**config.mk**
```make
export PLATFORM = sky130hd
export DESIGN_NAME = row_sched64_flat
export DESIGN_NICKNAME = d
export VERILOG_FILES = /design/src/rtl/row_sched64_if.sv /design/src/rtl/row_sched64.sv /design/src/flat_wrapper.sv
export SDC_FILE = /design/constraint.sdc
export NUM_CORES = 1
export LEC_CHECK = 0
export ABC_AREA = 1
export BUFFER_PORTS_ARGS = -buffer_cell sky130_fd_sc_hd__buf_2
export CORE_UTILIZATION = 59
export DETAILED_ROUTE_END_ITERATION = 7
export HOLD_SLACK_MARGIN = 0.02
export MAX_ROUTING_LAYER = met4
export PLACE_DENSITY = 0.81
export SLEW_MARGIN = 0
export SYNTH_ARGS = -nofsm -noshare
export SYNTH_HDL_FRONTEND = slang
export SYNTH_SLANG_ARGS = --single-unit
```
**constraint.sdc**
```tcl
create_clock -name clk -period 4.8 [get_ports clk]
set_clock_uncertainty 0.2 [all_clocks]
set_input_delay 0.72 -clock clk [delete_from_list [all_inputs] [get_ports clk]]
set_output_delay 0.72 -clock clk [all_outputs]
set_load 0.005 [all_outputs]
```
**src/rtl/row_sched64_if.sv**
```systemverilog
// row_sched64_if
// ---------------------------------------------------------------------------
// Groups the handshakes between the row scheduler and its surroundings.
//
// Load stream and SRAM write port:
//   ld_valid    input stream word available (driven by the stream source)
//   ld_ready    scheduler accepts a word; transfer = ld_valid & ld_ready
//   sram_wen    input SRAM write enable (one per accepted word)
//   sram_waddr  input SRAM write address (word index within the row)
//   sram_bank   ping-pong bank being written
//
// MAC-array compute handshake:
//   cmp_start   one-cycle pulse starting compute of one row
//   cmp_bank    bank the MAC array reads for the row in compute
//   cmp_done    MAC array finished the current row
//
// Modports: master = scheduler side, slave = stream source / MAC array side.
// ---------------------------------------------------------------------------
interface row_sched64_if #(
  parameter int WORD_BITS = 10
);

  logic                 ld_valid;
  logic                 ld_ready;
  logic                 sram_wen;
  logic [WORD_BITS-1:0] sram_waddr;
  logic                 sram_bank;
  logic                 cmp_start;
  logic                 cmp_bank;
  logic                 cmp_done;

  modport master (
    input  ld_valid,
    input  cmp_done,
    output ld_ready,
    output sram_wen,
    output sram_waddr,
    output sram_bank,
    output cmp_start,
    output cmp_bank
  );

  modport slave (
    output ld_valid,
    output cmp_done,
    input  ld_ready,
    input  sram_wen,
    input  sram_waddr,
    input  sram_bank,
    input  cmp_start,
    input  cmp_bank
  );

endinterface

```
**src/rtl/row_sched64.sv**
```systemverilog
// row_sched64
// ---------------------------------------------------------------------------
// Row-level scheduler for the 64-MAC DLA. Walks a layer row by row through
// the master phases (FSLD, LEFT, BASE, RIGHT) and runs a ping-pong input
// SRAM load so that row r+1 is loaded into one bank while row r is computed
// out of the other.
//
// Ports:
//   clk           clock, all state on the rising edge
//   reset         asynchronous, active-low; clears all state and outputs
//   start         one-cycle layer start, only looked at in IDLE
//   cfg_rows      number of output rows in the layer (latched on start)
//   cfg_ld_words  words loaded per row (latched on start)
//   bus           load stream / SRAM write / MAC handshake (master side)
//   curr_state    0 IDLE, 1 LEFT, 2 BASE, 3 RIGHT, 4 SYNC, 5 FIN, 7 FSLD
//   curr_row      row currently in compute (holds after the layer ends)
//   busy          high whenever curr_state != IDLE
//   done          one-cycle layer-complete pulse
// ---------------------------------------------------------------------------
module row_sched64 #(
  parameter int ROW_BITS  = 8,
  parameter int WORD_BITS = 10
) (
  input  logic                 clk,
  input  logic                 reset,
  input  logic                 start,
  input  logic [ROW_BITS-1:0]  cfg_rows,
  input  logic [WORD_BITS-1:0] cfg_ld_words,
  row_sched64_if.master        bus,
  output logic [2:0]           curr_state,
  output logic [ROW_BITS-1:0]  curr_row,
  output logic                 busy,
  output logic                 done
);

  typedef enum logic [2:0] {
    S_IDLE  = 3'd0,
    S_LEFT  = 3'd1,
    S_BASE  = 3'd2,
    S_RIGHT = 3'd3,
    S_SYNC  = 3'd4,
    S_FIN   = 3'd5,
    S_FSLD  = 3'd7
  } state_t;

  localparam logic [ROW_BITS:0] ROW_ONE_EXT = (ROW_BITS+1)'(1);

  state_t               state_q;
  state_t               state_d;

  logic [ROW_BITS-1:0]  rows_q;
  logic [WORD_BITS-1:0] words_q;

  logic                 ld_active;
  logic                 ld_pend;
  logic                 ld_bank;
  logic [WORD_BITS-1:0] ld_cnt;
  logic                 cmp_start_q;

  logic                 xfer;
  logic                 ld_last;
  logic                 next_loaded;
  logic                 cmp_done_ok;
  logic                 on_last_row;

  logic                 accept_cfg;
  logic                 enter_row;
  logic [ROW_BITS-1:0]  enter_idx;
  state_t               enter_phase;
  logic                 enter_loads;

  // A word moves whenever the stream offers one while a load is open; the
  // word at index cfg_ld_words-1 closes the load.
  assign xfer    = bus.ld_valid & ld_active;
  assign ld_last = xfer && (ld_cnt == words_q - WORD_BITS'(1));

  // The next row's data is usable once no load is pending, or when the
  // closing word lands in this very cycle (that word is written at the edge
  // that also starts the next compute, so the MAC never reads it early).
  assign next_loaded = !ld_pend || ld_last;

  // cmp_done arriving together with our own cmp_start belongs to nothing we
  // started, so it is dropped.
  assign cmp_done_ok = bus.cmp_done && !cmp_start_q;
  assign on_last_row = (curr_row == rows_q - ROW_BITS'(1));

  // Next-state logic. enter_row marks the transition into the compute phase
  // of row enter_idx; the phase, the cmp_start pulse and the prefetch of the
  // following row are all derived from that one event.
  always_comb begin
    state_d     = state_q;
    accept_cfg  = 1'b0;
    enter_row   = 1'b0;
    enter_idx   = curr_row;
    enter_phase = S_LEFT;
    enter_loads = 1'b0;

    case (state_q)
      S_IDLE: begin
        if (start) begin
          if (cfg_rows == '0 || cfg_ld_words == '0) begin
            state_d = S_FIN;
          end else begin
            state_d    = S_FSLD;
            accept_cfg = 1'b1;
          end
        end
      end
      S_FSLD: begin
        if (ld_last) begin
          enter_row = 1'b1;
          enter_idx = '0;
        end
      end
      S_LEFT, S_BASE, S_RIGHT: begin
        if (cmp_done_ok) begin
          if (on_last_row) begin
            state_d = S_FIN;
          end else if (next_loaded) begin
            enter_row = 1'b1;
            enter_idx = curr_row + ROW_BITS'(1);
          end else begin
            state_d = S_SYNC;
          end
        end
      end
      S_SYNC: begin
        if (next_loaded) begin
          enter_row = 1'b1;
          enter_idx = curr_row + ROW_BITS'(1);
        end
      end
      S_FIN: begin
        state_d = S_IDLE;
      end
      default: begin
        state_d = S_IDLE;
      end
    endcase

    // Row 0 is LEFT (even when it is also the last row), the last row of a
    // multi-row layer is RIGHT, everything in between is BASE.
    if (enter_row) begin
      if (enter_idx == '0) begin
        enter_phase = S_LEFT;
      end else if (enter_idx == rows_q - ROW_BITS'(1)) begin
        enter_phase = S_RIGHT;
      end else begin
        enter_phase = S_BASE;
      end
      state_d     = enter_phase;
      enter_loads = (({1'b0, enter_idx} + ROW_ONE_EXT) < {1'b0, rows_q});
    end
  end

  always_ff @(posedge clk or negedge reset) begin
    if (!reset) begin
      state_q <= S_IDLE;
    end else begin
      state_q <= state_d;
    end
  end

  // Datapath: latched config, load engine and row counter. The prefetch
  // launch is written after the transfer bookkeeping so that, when the
  // closing word of one load and the launch of the next coincide, the new
  // load wins.
  always_ff @(posedge clk or negedge reset) begin
    if (!reset) begin
      rows_q      <= '0;
      words_q     <= '0;
      curr_row    <= '0;
      ld_active   <= 1'b0;
      ld_pend     <= 1'b0;
      ld_bank     <= 1'b0;
      ld_cnt      <= '0;
      cmp_start_q <= 1'b0;
    end else begin
      cmp_start_q <= enter_row;

      if (accept_cfg) begin
        rows_q    <= cfg_rows;
        words_q   <= cfg_ld_words;
        curr_row  <= '0;
        ld_active <= 1'b1;
        ld_pend   <= 1'b1;
        ld_bank   <= 1'b0;
        ld_cnt    <= '0;
      end

      if (xfer) begin
        if (ld_last) begin
          ld_cnt    <= '0;
          ld_active <= 1'b0;
          ld_pend   <= 1'b0;
        end else begin
          ld_cnt <= ld_cnt + WORD_BITS'(1);
        end
      end

      if (enter_row) begin
        curr_row <= enter_idx;
        if (enter_loads) begin
          ld_active <= 1'b1;
          ld_pend   <= 1'b1;
          ld_bank   <= ~enter_idx[0];
          ld_cnt    <= '0;
        end
      end
    end
  end

  assign bus.ld_ready   = ld_active;
  assign bus.sram_wen   = xfer;
  assign bus.sram_waddr = ld_cnt;
  assign bus.sram_bank  = ld_bank;
  assign bus.cmp_start  = cmp_start_q;
  assign bus.cmp_bank   = curr_row[0];

  assign curr_state = state_q;
  assign busy       = (state_q != S_IDLE);
  assign done       = (state_q == S_FIN);

endmodule
```
**src/flat_wrapper.sv**
```systemverilog
// flat-port wrapper written by rule: the top's interface ports become plain ports
module row_sched64_flat 
#(
  parameter int ROW_BITS  = 8,
  parameter int WORD_BITS = 10
)
  (clk, reset, start, cfg_rows, cfg_ld_words, curr_state, curr_row, busy, done, bus_ld_valid, bus_cmp_done, bus_ld_ready, bus_sram_wen, bus_sram_waddr, bus_sram_bank, bus_cmp_start, bus_cmp_bank);
  row_sched64_if #(.WORD_BITS(WORD_BITS)) bus_i ();
  input  logic clk;
  input  logic reset;
  input  logic start;
  input  logic [ROW_BITS-1:0] cfg_rows;
  input  logic [WORD_BITS-1:0] cfg_ld_words;
  output logic [2:0] curr_state;
  output logic [ROW_BITS-1:0] curr_row;
  output logic busy;
  output logic done;
  input wire logic [$bits(bus_i.ld_valid)-1:0] bus_ld_valid;
  input wire logic [$bits(bus_i.cmp_done)-1:0] bus_cmp_done;
  output wire logic [$bits(bus_i.ld_ready)-1:0] bus_ld_ready;
  output wire logic [$bits(bus_i.sram_wen)-1:0] bus_sram_wen;
  output wire logic [$bits(bus_i.sram_waddr)-1:0] bus_sram_waddr;
  output wire logic [$bits(bus_i.sram_bank)-1:0] bus_sram_bank;
  output wire logic [$bits(bus_i.cmp_start)-1:0] bus_cmp_start;
  output wire logic [$bits(bus_i.cmp_bank)-1:0] bus_cmp_bank;
  assign bus_i.ld_valid = bus_ld_valid;
  assign bus_i.cmp_done = bus_cmp_done;
  assign bus_ld_ready = bus_i.ld_ready;
  assign bus_sram_wen = bus_i.sram_wen;
  assign bus_sram_waddr = bus_i.sram_waddr;
  assign bus_sram_bank = bus_i.sram_bank;
  assign bus_cmp_start = bus_i.cmp_start;
  assign bus_cmp_bank = bus_i.cmp_bank;
  row_sched64 #(.ROW_BITS(ROW_BITS), .WORD_BITS(WORD_BITS)) u_core (.clk(clk), .reset(reset), .start(start), .cfg_rows(cfg_rows), .cfg_ld_words(cfg_ld_words), .bus(bus_i), .curr_state(curr_state), .curr_row(curr_row), .busy(busy), .done(done));
endmodule
```
==> impl_metrics.toml, run 1 <==
[outcome]
status = "finished, final reports clean"

[critical_path]
timing.critical_path.mode_cell = "nand2_1"
reg2reg_from = "u_core.words_q[0]$_DFFE_PN0P_"
slowest_stage = "dfrtp_1"
cp_max_fo = 9
critPathRequiredTime_ps = 4810
worstSetupPathType = "register to register"
critPathCaptureType = "register"
cp_slowest_stage_delay_ps = 420
rr_worst_depth = 30
start_kind = "register"
r2r_slack_ps = 290
r2r-end = "u_core.bus.sram_waddr[7]$_DFF_PN0_"
critPathArrivalTime_ps = 4520

[yosys]
synth_flop_cell = "dfrtp_1"
yosysWarnings = 0
avgSynthCellArea_um2 = 6.41
synth_edf_count = 0
seq_area_frac_synth = 0.274
mappedNetlistNets = 650
synth_top_cell_area_share = 0.274
syn_inst = 613
synth-async-reset-ratio = 1.00
synth_top_area_cell = "dfrtp_1"
synth_common_cells = "nand2_1 (176), inv_1 (78), nand3_1 (64), nor2_1 (54), dfrtp_1 (43)"
synth_area_um2 = 3930
synth_area_leaders = "dfrtp_1 (27%), nand2_1 (17%), nand3_1 (8.2%)"
synth_cell_types = 40
synth.most_common_cell = "nand2_1"
synth-seq-cells = 43

[route]
final_antenna_net_count = 0
drc = 0
routed_wl_mm = 11.1
vias = 4304
avgViaCountPerCell = 5.70
first_pass_iters = 7
drt-initial-drc-count = 426
post_drt_wl_per_cell_um = 14.8

[place]
dpl_cell_area_um2 = 4280
place.gp.congestion = 0.934
dp_hpwl_mm = 8.37
io_buffers = 50

[sta]
setup_viol = 0
setup_tns_ps = 0
finalMaxSlewViolations = 0
fin_crit_ps = 4510
whs_ps = 344
relSlewSlack = 0.372
fmax_mhz = 222
timing.final.crit_share = 0.941
report.final.hold_viol_count = 0
worst_pin_slew_ps = 942

[run]
drv_cap = 0

[layout]
layout-drive-gt1-share = 0.204
nets = 714
multi_input_area_um2 = 2470
ff_latch_area_um2 = 1080
antenna_cells = 0
area_growth_pct = 15.0
final_cell_area_um2 = 4520
final_core_util = 0.707
nFillCells = 558

[cts]
cts_buffers = 5
root_buffer = "clkbuf_8"
htree_levels = 2
cts_sinks = 43
clk_pin_slew_worst_paths_ps = 90
clk_latency_ps = 310
cts_tree = "built"
cts_buffer_depth = 2

[global_routing]
grt_start_max_net_pins = 44
grt_usage = 0.336
grt-ovfl-total = 0
grt_pass1_wl_mm = 18.4
antenna_found_initial = 0
grt_pass1_vias = 3873

[floorplanning]
fp-row-count = 29
dieArea_um2 = 6990
io_pins = 51
initial_core_util = 0.615
core-area_um2 = 6390
die_x_um = 83.6
die_h_um = 83.6

[pwr]
total_power_mw = 3.29
worst_ir_drop_vdd_uv = 401
power_density_nw_per_um2 = 728
leakage_nw = 2.36

[min_path]
hold_path.class = "primary input to asynchronous set/reset pin"
[cell families after synthesis]
logic type,Yosys count,share of synthesized area
AOI/OAI and AO/OA,75,0.113
xor gates and xnor gates,23,0.0513
adders and majority gates,14,0.0446
buffers and inverters,105,0.107
DFF,43,0.274
and+or+nand+nor,353,0.410
[state kept, by name, summed over array words and instances (netlist names)]
register and count:
u_core.curr_state 3, u_core.bus.sram_bank 1, u_core.rows_q 8, u_core.ld_pend 1
u_core.bus.sram_waddr 10, u_core.curr_row 8, u_core.words_q 10, u_core.bus.cmp_start 1
u_core.bus.ld_ready 1
[how the worst max path moves through the flow]
stage,from,end,depth (start not counted)
final,u_core.words_q[0]$_DFFE_PN0P_,u_core.bus.sram_waddr[7]$_DFF_PN0_,30
after global placement,bus_ld_valid,u_core.bus.sram_bank$_DFF_PN0_,32
after detailed placement,bus_ld_valid,u_core.bus.sram_bank$_DFF_PN0_,32
after global routing,u_core.words_q[0]$_DFFE_PN0P_,u_core.bus.sram_bank$_DFF_PN0_,33
after CTS,u_core.rows_q[0]$_DFFE_PN0P_,u_core.bus.sram_bank$_DFF_PN0_,30
after floorplan,bus_ld_valid,u_core.bus.sram_waddr[6]$_DFF_PN0_,30
[per-layer routing]
layer  routed length [µm]  share of wire  global-route usage
met4                  142          0.013              0.0740
met3                 1030          0.092              0.0584
met5                    0              0                   -
met2                 4950           0.44               0.520
met1                 5020           0.45               0.463
[critical path: cells and delay by family, from the launching register on]
kind / cells / cell delay (ps)
AND/OR/NAND/NOR: 15 / 1370
AO/OA/AOI/OAI: 7 / 1100
adder cells (fa/ha/maj): 3 / 780
buffers and inverters: 4 / 450
flip-flops: 1 / 420
XOR/XNOR: 1 / 120
[where the power goes]
part           leakage [nW]  switching (mW)  internal [mW]
clock                0.0587           0.142          0.158
sequential            0.549           0.186          0.503
combinational          1.75            1.46          0.841
total                  2.36            1.79           1.50
[what timing repair did]
item / in CTS / in global routing
gates cloned: 0 / 1
buffers inserted: 0 / 8
pin swaps: 0 / 6
endpoints found under the setup margin: 1 / 13
resized for setup: 1 / 17
hold buffers: 0 / 0
[metrics by stage]
step | setup WS, ps | instances
after floorplan | 476 | 613
after global placement | 152 | 738
after detailed placement | -16.3 | 738
after CTS | 71.5 | 746
after global routing | -21.8 | 755
final | 285 | 755
[placed cells by master (no fill, tap or decap), drive strengths merged, types with 2 or more instances in the layout]
master	synthesis	layout
nand2	188	188
inv	89	89
nand3	69	69
buf	5	69
nor2	68	68
dfrtp	43	43
o21ai	29	29
a21oi	20	20
xor2	15	15
ha	14	14
nor3	10	10
a31oi	9	9
xnor2	8	8
o22ai	8	8
nor4	7	7
nand4	7	7
clkinv	3	6
clkbuf	8	5
o21a	3	3
a32oi	2	2
nand3b	2	2
[final cells by class]
class | count | share of cell area
Inverter | 92 | 0.0775
Timing Repair inverter | 1 | 0.00111
Timing Repair Buffer | 69 | 0.0886
Clock buffer | 5 | 0.0152
Multi-Input combinational cell | 465 | 0.547
Sequential cell | 43 | 0.238
Tap cell | 77 | 0.0213
Clock inverter | 3 | 0.0105
(Power assumes the default switching activity.)
==> run 2: changes to the inputs <==
--- a/config.mk
+++ b/config.mk
@@ -7,11 +7,11 @@
 export LEC_CHECK = 0
 export ABC_AREA = 1
 export BUFFER_PORTS_ARGS = -buffer_cell sky130_fd_sc_hd__buf_2
-export CORE_UTILIZATION = 59
+export CORE_UTILIZATION = 35
 export DETAILED_ROUTE_END_ITERATION = 7
 export HOLD_SLACK_MARGIN = 0.02
 export MAX_ROUTING_LAYER = met4
-export PLACE_DENSITY = 0.81
+export PLACE_DENSITY_LB_ADDON = 0.25
 export SLEW_MARGIN = 0
 export SYNTH_ARGS = -nofsm -noshare
 export SYNTH_HDL_FRONTEND = slang
==> run 2 against run 1 <==
Net effect:
- utilization shrank 29 points
- combinational power fell by 2%
- fmax grew 0.90%
- design area increased by 0.83%
- register-to-register slack improved by 40 ps
- via count down 3.0%
- sequential share of layout area fell by 0.20 points
- global-route usage shrank 12 points
- sequential cell count did not move
- die area rose by 67%
- largest power group unchanged
==> impl_metrics.toml, run 2 (synthesis gave the netlist of run 1 again) <==
[pwr]
seq_power_share = 0.212
leakage_nw = 2.34
power_frac_clock = 0.085
p_comb_frac = 0.703
p_int_mw = 1.46
worst_ir_drop_vdd_uv = 224
switchingPower_mw = 1.75
switching_share = 0.545
power_density_nw_per_um2 = 706

[critical_path]
critPathArrivalTime_ps = 4470
cp_max_fo = 5
cp_slowest_stage_delay_ps = 390
start_kind = "register"
worstSetupPathType = "register to register"
critPathCaptureType = "register"
critPathRequiredTime_ps = 4800
slowest_stage = "dfrtp_1"

[sta]
timing.final.crit_share = 0.932
finalMaxSlewViolations = 0
report.final.hold_viol_count = 0
worst_pin_slew_ps = 1000
setup_viol = 0
fmax_mhz = 223
relSlewSlack = 0.330
fin_crit_ps = 4470
whs_ps = 341

[floorplanning]
core-area_um2 = 10900
die_h_um = 108
io_pins = 51
dieArea_um2 = 11700
initial_core_util = 0.361
fp-row-count = 38
die_x_um = 108

[cts]
cts_sinks = 43
clk_pin_slew_worst_paths_ps = 90
root_buffer = "clkbuf_8"
clk_latency_ps = 310
htree_levels = 2
cts_buffers = 5
cts_tree = "built"
ctsHoldBuffers = 0
cts_buffer_depth = 2

[layout]
nFillCells = 1143
area_growth_pct = 15.9
final_cell_mix = "nand2_1 (176), inv_1 (77), nand3_1 (63)"
antenna_cells = 0
layout-drive-gt1-share = 0.199
final_common_cell = "nand2_1"
nets = 711
instances_no_fill = 815

[place]
dp_hpwl_mm = 9.17
place.gp.congestion = 0.926
io_buffers = 50
post-place-cells = 803

[route]
drc = 0
final_antenna_net_count = 0
route.met3.wl_um = 554
highest_layer = "met4"
routed_wl_mm = 11.8
drt-initial-drc-count = 276
m1WireLength_mm = 5.74
post_drt_wl_per_cell_um = 14.5
first_pass_iters = 5
avgViaCountPerCell = 5.12
wl_met2_mm = 5.30
vias = 4174

[global_routing]
grt_start_max_net_pins = 44
grt_pass1_vias = 3896
grt_pass1_wl_mm = 19.3
grt-ovfl-total = 0
grt_usage = 0.220
antenna_found_initial = 0

[outcome]
status = "finished, final reports clean"

[run]
drv_cap = 0

[min_path]
hold_path.class = "register to register"
-- run 2: changes by cell type in the layout (fill, tap and decap cells not counted), sizes merged --
cell      previous run  this run
clkinvlp             0         1
bufinv               1         0
clkbuf               5         7
clkinv               6         5
buf                 69        66
inv                 89        88
-- run 2: power groups by stage --
stage,clock [mW],combinational (mW),sequential (mW)
after CTS,0.283,2.20,0.682
after global routing,0.298,2.58,0.706
after global placement,0,2.16,0.690
final,0.274,2.26,0.683
after floorplan,0,1.63,0.638
after detailed placement,0,2.19,0.689
-- run 2: final timing paths --
kind	start	endpoint	slack, ps	cells after the start
setup / recovery	u_core.rows_q[0]$_DFFE_PN0P_	u_core.bus.sram_waddr[0]$_DFF_PN0_	330	28
hold / removal	u_core.bus.sram_bank$_DFF_PN0_	u_core.bus.sram_bank$_DFF_PN0_	340	2
setup reg to reg	u_core.rows_q[0]$_DFFE_PN0P_	u_core.bus.sram_waddr[0]$_DFF_PN0_	330	28
hold reg to reg	u_core.bus.sram_bank$_DFF_PN0_	u_core.bus.sram_bank$_DFF_PN0_	340	2
max in group asynchronous	reset	u_core.ld_pend$_DFF_PN0_	3400	1
min in group asynchronous	reset	u_core.words_q[9]$_DFFE_PN0P_	370	1
-- run 2: layer usage --
| layer | track usage | vias to the layer above |
|---|---|---|
| li1 | - | 2096 |
| met1 | 0.309 | 1946 |
| met2 | 0.326 | 115 |
| met3 | 0.0289 | 17 |
| met4 | 0.0695 | 0 |
| met5 | - | - |
-- run 2: critical path: cells and delay by family, from the launching register on --
kind            cells  cell delay [ps]
simple gates       12             1360
compound gates      8             1100
fa+ha+maj           3              680
buf+inv             4              480
flops               1              390
xor+xnor            1              150
-- run 2: final cells by class --
cell class / instances / area (µm²) / area share
multi-input combinational: 465 / 2460 / 0.541
sequential: 43 / 1080 / 0.236
timing repair buffer: 66 / 378 / 0.0829
inverter: 92 / 353 / 0.0775
tap: 140 / 175 / 0.0385
clock buffer: 7 / 96.3 / 0.0211
clock inverter: 1 / 7.51 / 0.00165
timing repair inverter: 1 / 5.00 / 0.00110
-- run 2: timing repair --
| item | CTS | global route |
|---|---|---|
| resized for setup | 0 | 17 |
| endpoints found under the setup margin | 0 | 11 |
| buffers inserted | 0 | 3 |
-- run 2: metrics by stage --
step	setup TNS [ps]	area [µm²]	util	power [mW]	worst slack, ps
after CTS	0	4480	0.412	3.17	85.0
after global routing	-180	4560	0.418	3.58	-44.8
after detailed placement	0	4380	0.402	2.88	71.9
final	0	4560	0.418	3.22	325
after global placement	0	4380	0.402	2.85	171
after floorplan	0	3930	-	2.26	476
==> run 3: changes to the inputs <==
--- a/config.mk
+++ b/config.mk
@@ -11,8 +11,7 @@
 export DETAILED_ROUTE_END_ITERATION = 7
 export HOLD_SLACK_MARGIN = 0.02
 export MAX_ROUTING_LAYER = met4
-export PLACE_DENSITY_LB_ADDON = 0.25
-export SLEW_MARGIN = 0
+export PLACE_DENSITY = 0.53
 export SYNTH_ARGS = -nofsm -noshare
 export SYNTH_HDL_FRONTEND = slang
 export SYNTH_SLANG_ARGS = --single-unit
==> run 3 against run 2 <==
Net effect:
- global-route usage is 0.64 points higher
- sequential cell count stayed put
- sequential share of layout area is 0.090 points lower
- largest cell class unchanged
- largest power group unchanged
- critical path type unchanged
==> impl_metrics.toml, run 3 (synthesis gave the netlist of run 1 again) <==
[sta]
fin_crit_ps = 4450
setup_viol = 0
timing.final.crit_share = 0.927
fmax_mhz = 225
layout_setup_ws_ps = 350
report.final.hold_viol_count = 0
relSlewSlack = 0.317
finalMaxSlewViolations = 0
worst_pin_slew_ps = 1020

[layout]
final_common_cell = "nand2_1"
area_growth_pct = 16.4
nets = 715
ff_latch_area_um2 = 1080
final_cell_mix = "nand2_1 (175), inv_1 (77), nand3_1 (64)"
layout-drive-gt1-share = 0.204
nFillCells = 1153
multi_input_area_um2 = 2470
final_core_util = 0.420

[place]
post-place-ws_ps = -18.2
io_buffers = 50
place.gp.congestion = 0.865
dp_hpwl_mm = 9.42

[pwr]
power_density_nw_per_um2 = 704
leakage_nw = 2.36
worst_ir_drop_vdd_uv = 236
total_power_mw = 3.22

[floorplanning]
initial_core_util = 0.361
fp-row-count = 38
die_h_um = 108
die_x_um = 108
io_pins = 51
dieArea_um2 = 11700
core-area_um2 = 10900

[route]
post_drt_wl_per_cell_um = 14.8
avgViaCountPerCell = 5.16
vias = 4222
drc = 0
routed_wl_mm = 12.1
final_antenna_net_count = 0
first_pass_iters = 5
drt-initial-drc-count = 278

[critical_path]
critPathArrivalTime_ps = 4450
cp_slowest_stage_delay_ps = 400
critPathRequiredTime_ps = 4800
cp_max_fo = 23
worstSetupPathType = "register to register"
critPathCaptureType = "register"
start_kind = "register"
timing.critical_path.mode_cell = "nand2_1"
slowest_stage = "dfrtp_1"

[global_routing]
grt-ovfl-total = 0
grt_pass1_wl_mm = 19.8
antenna_found_initial = 1
grt_usage = 0.226
grt_start_max_net_pins = 44
grt_pass1_vias = 3925

[min_path]
hold_path.class = "register to register"

[cts]
cts_buffers = 5
cts_tree = "built"
htree_levels = 2
cts_buffer_depth = 2
cts_sinks = 43
clk_latency_ps = 310
clk_pin_slew_worst_paths_ps = 90
root_buffer = "clkbuf_8"

[run]
drv_cap = 0

[outcome]
status = "finished, final reports clean"
-- run 3: stage by stage --
| step | hold slack, ps | setup TNS [ps] | instance area, µm² | cells |
|---|---|---|---|---|
| finish | 319 | 0 | 4570 | 819 |
| global route | 386 | -86.2 | 4570 | 819 |
| CTS | 326 | 0 | 4480 | 813 |
| detailed placement | 306 | -18.2 | 4400 | 806 |
| global placement | 314 | 0 | 4400 | 806 |
| floorplan | 224 | 0 | 3930 | 613 |
-- run 3: final timing paths --
check                                                     from                                 end  slack [ps]  cells past startpoint
worst max-delay path             u_core.words_q[0]$_DFFE_PN0P_  u_core.bus.sram_waddr[4]$_DFF_PN0_         350                     28
worst min-delay path            u_core.bus.sram_bank$_DFF_PN0_      u_core.bus.sram_bank$_DFF_PN0_         320                      2
worst max register to register   u_core.words_q[0]$_DFFE_PN0P_  u_core.bus.sram_waddr[4]$_DFF_PN0_         350                     28
worst min register to register  u_core.bus.sram_bank$_DFF_PN0_      u_core.bus.sram_bank$_DFF_PN0_         320                      2
max in group asynchronous                                reset      u_core.curr_row[2]$_DFFE_PN0P_        3370                      1
min in group asynchronous                                reset       u_core.words_q[9]$_DFFE_PN0P_         390                      1
-- run 3: area by class of cell --
cell class                      count  area share
Multi-Input combinational cell    465       0.540
Sequential cell                    43       0.235
Timing Repair Buffer               70      0.0903
Inverter                           92      0.0766
Tap cell                          140      0.0383
Clock buffer                        5      0.0150
Clock inverter                      2     0.00301
Timing Repair inverter              1     0.00109
Antenna cell                        1    0.000547
-- run 3: repair_timing --
action,in CTS,in global routing
hold buffers,0,0
gates resized for setup,0,20
endpoints found under the setup margin,0,13
setup buffers,0,4
hold endpoints to repair,0,0
-- run 3: power breakdown --
part           switching, mW  internal (mW)
clock                  0.135         0.0998
sequential             0.189          0.503
combinational           1.45          0.844
total                   1.78           1.45
-- run 3: worst max-delay path, delay by kind of cell (launching register included) --
kind / cells / cell delay (ps)
adder cells (fa/ha/maj): 2 / 550
AND/OR/NAND/NOR: 14 / 1350
AO/OA/AOI/OAI: 6 / 970
XOR/XNOR: 1 / 220
flip-flops: 1 / 400
buffers and inverters: 5 / 640
-- run 3: metal layers --
| metal | global-route usage | vias to the layer above | share of wire |
|---|---|---|---|
| li1 | - | 2113 | - |
| met1 | 0.323 | 1966 | 0.50 |
| met2 | 0.327 | 128 | 0.43 |
| met3 | 0.0325 | 15 | 0.050 |
| met4 | 0.0705 | 0 | 0.020 |
| met5 | - | - | 0 |
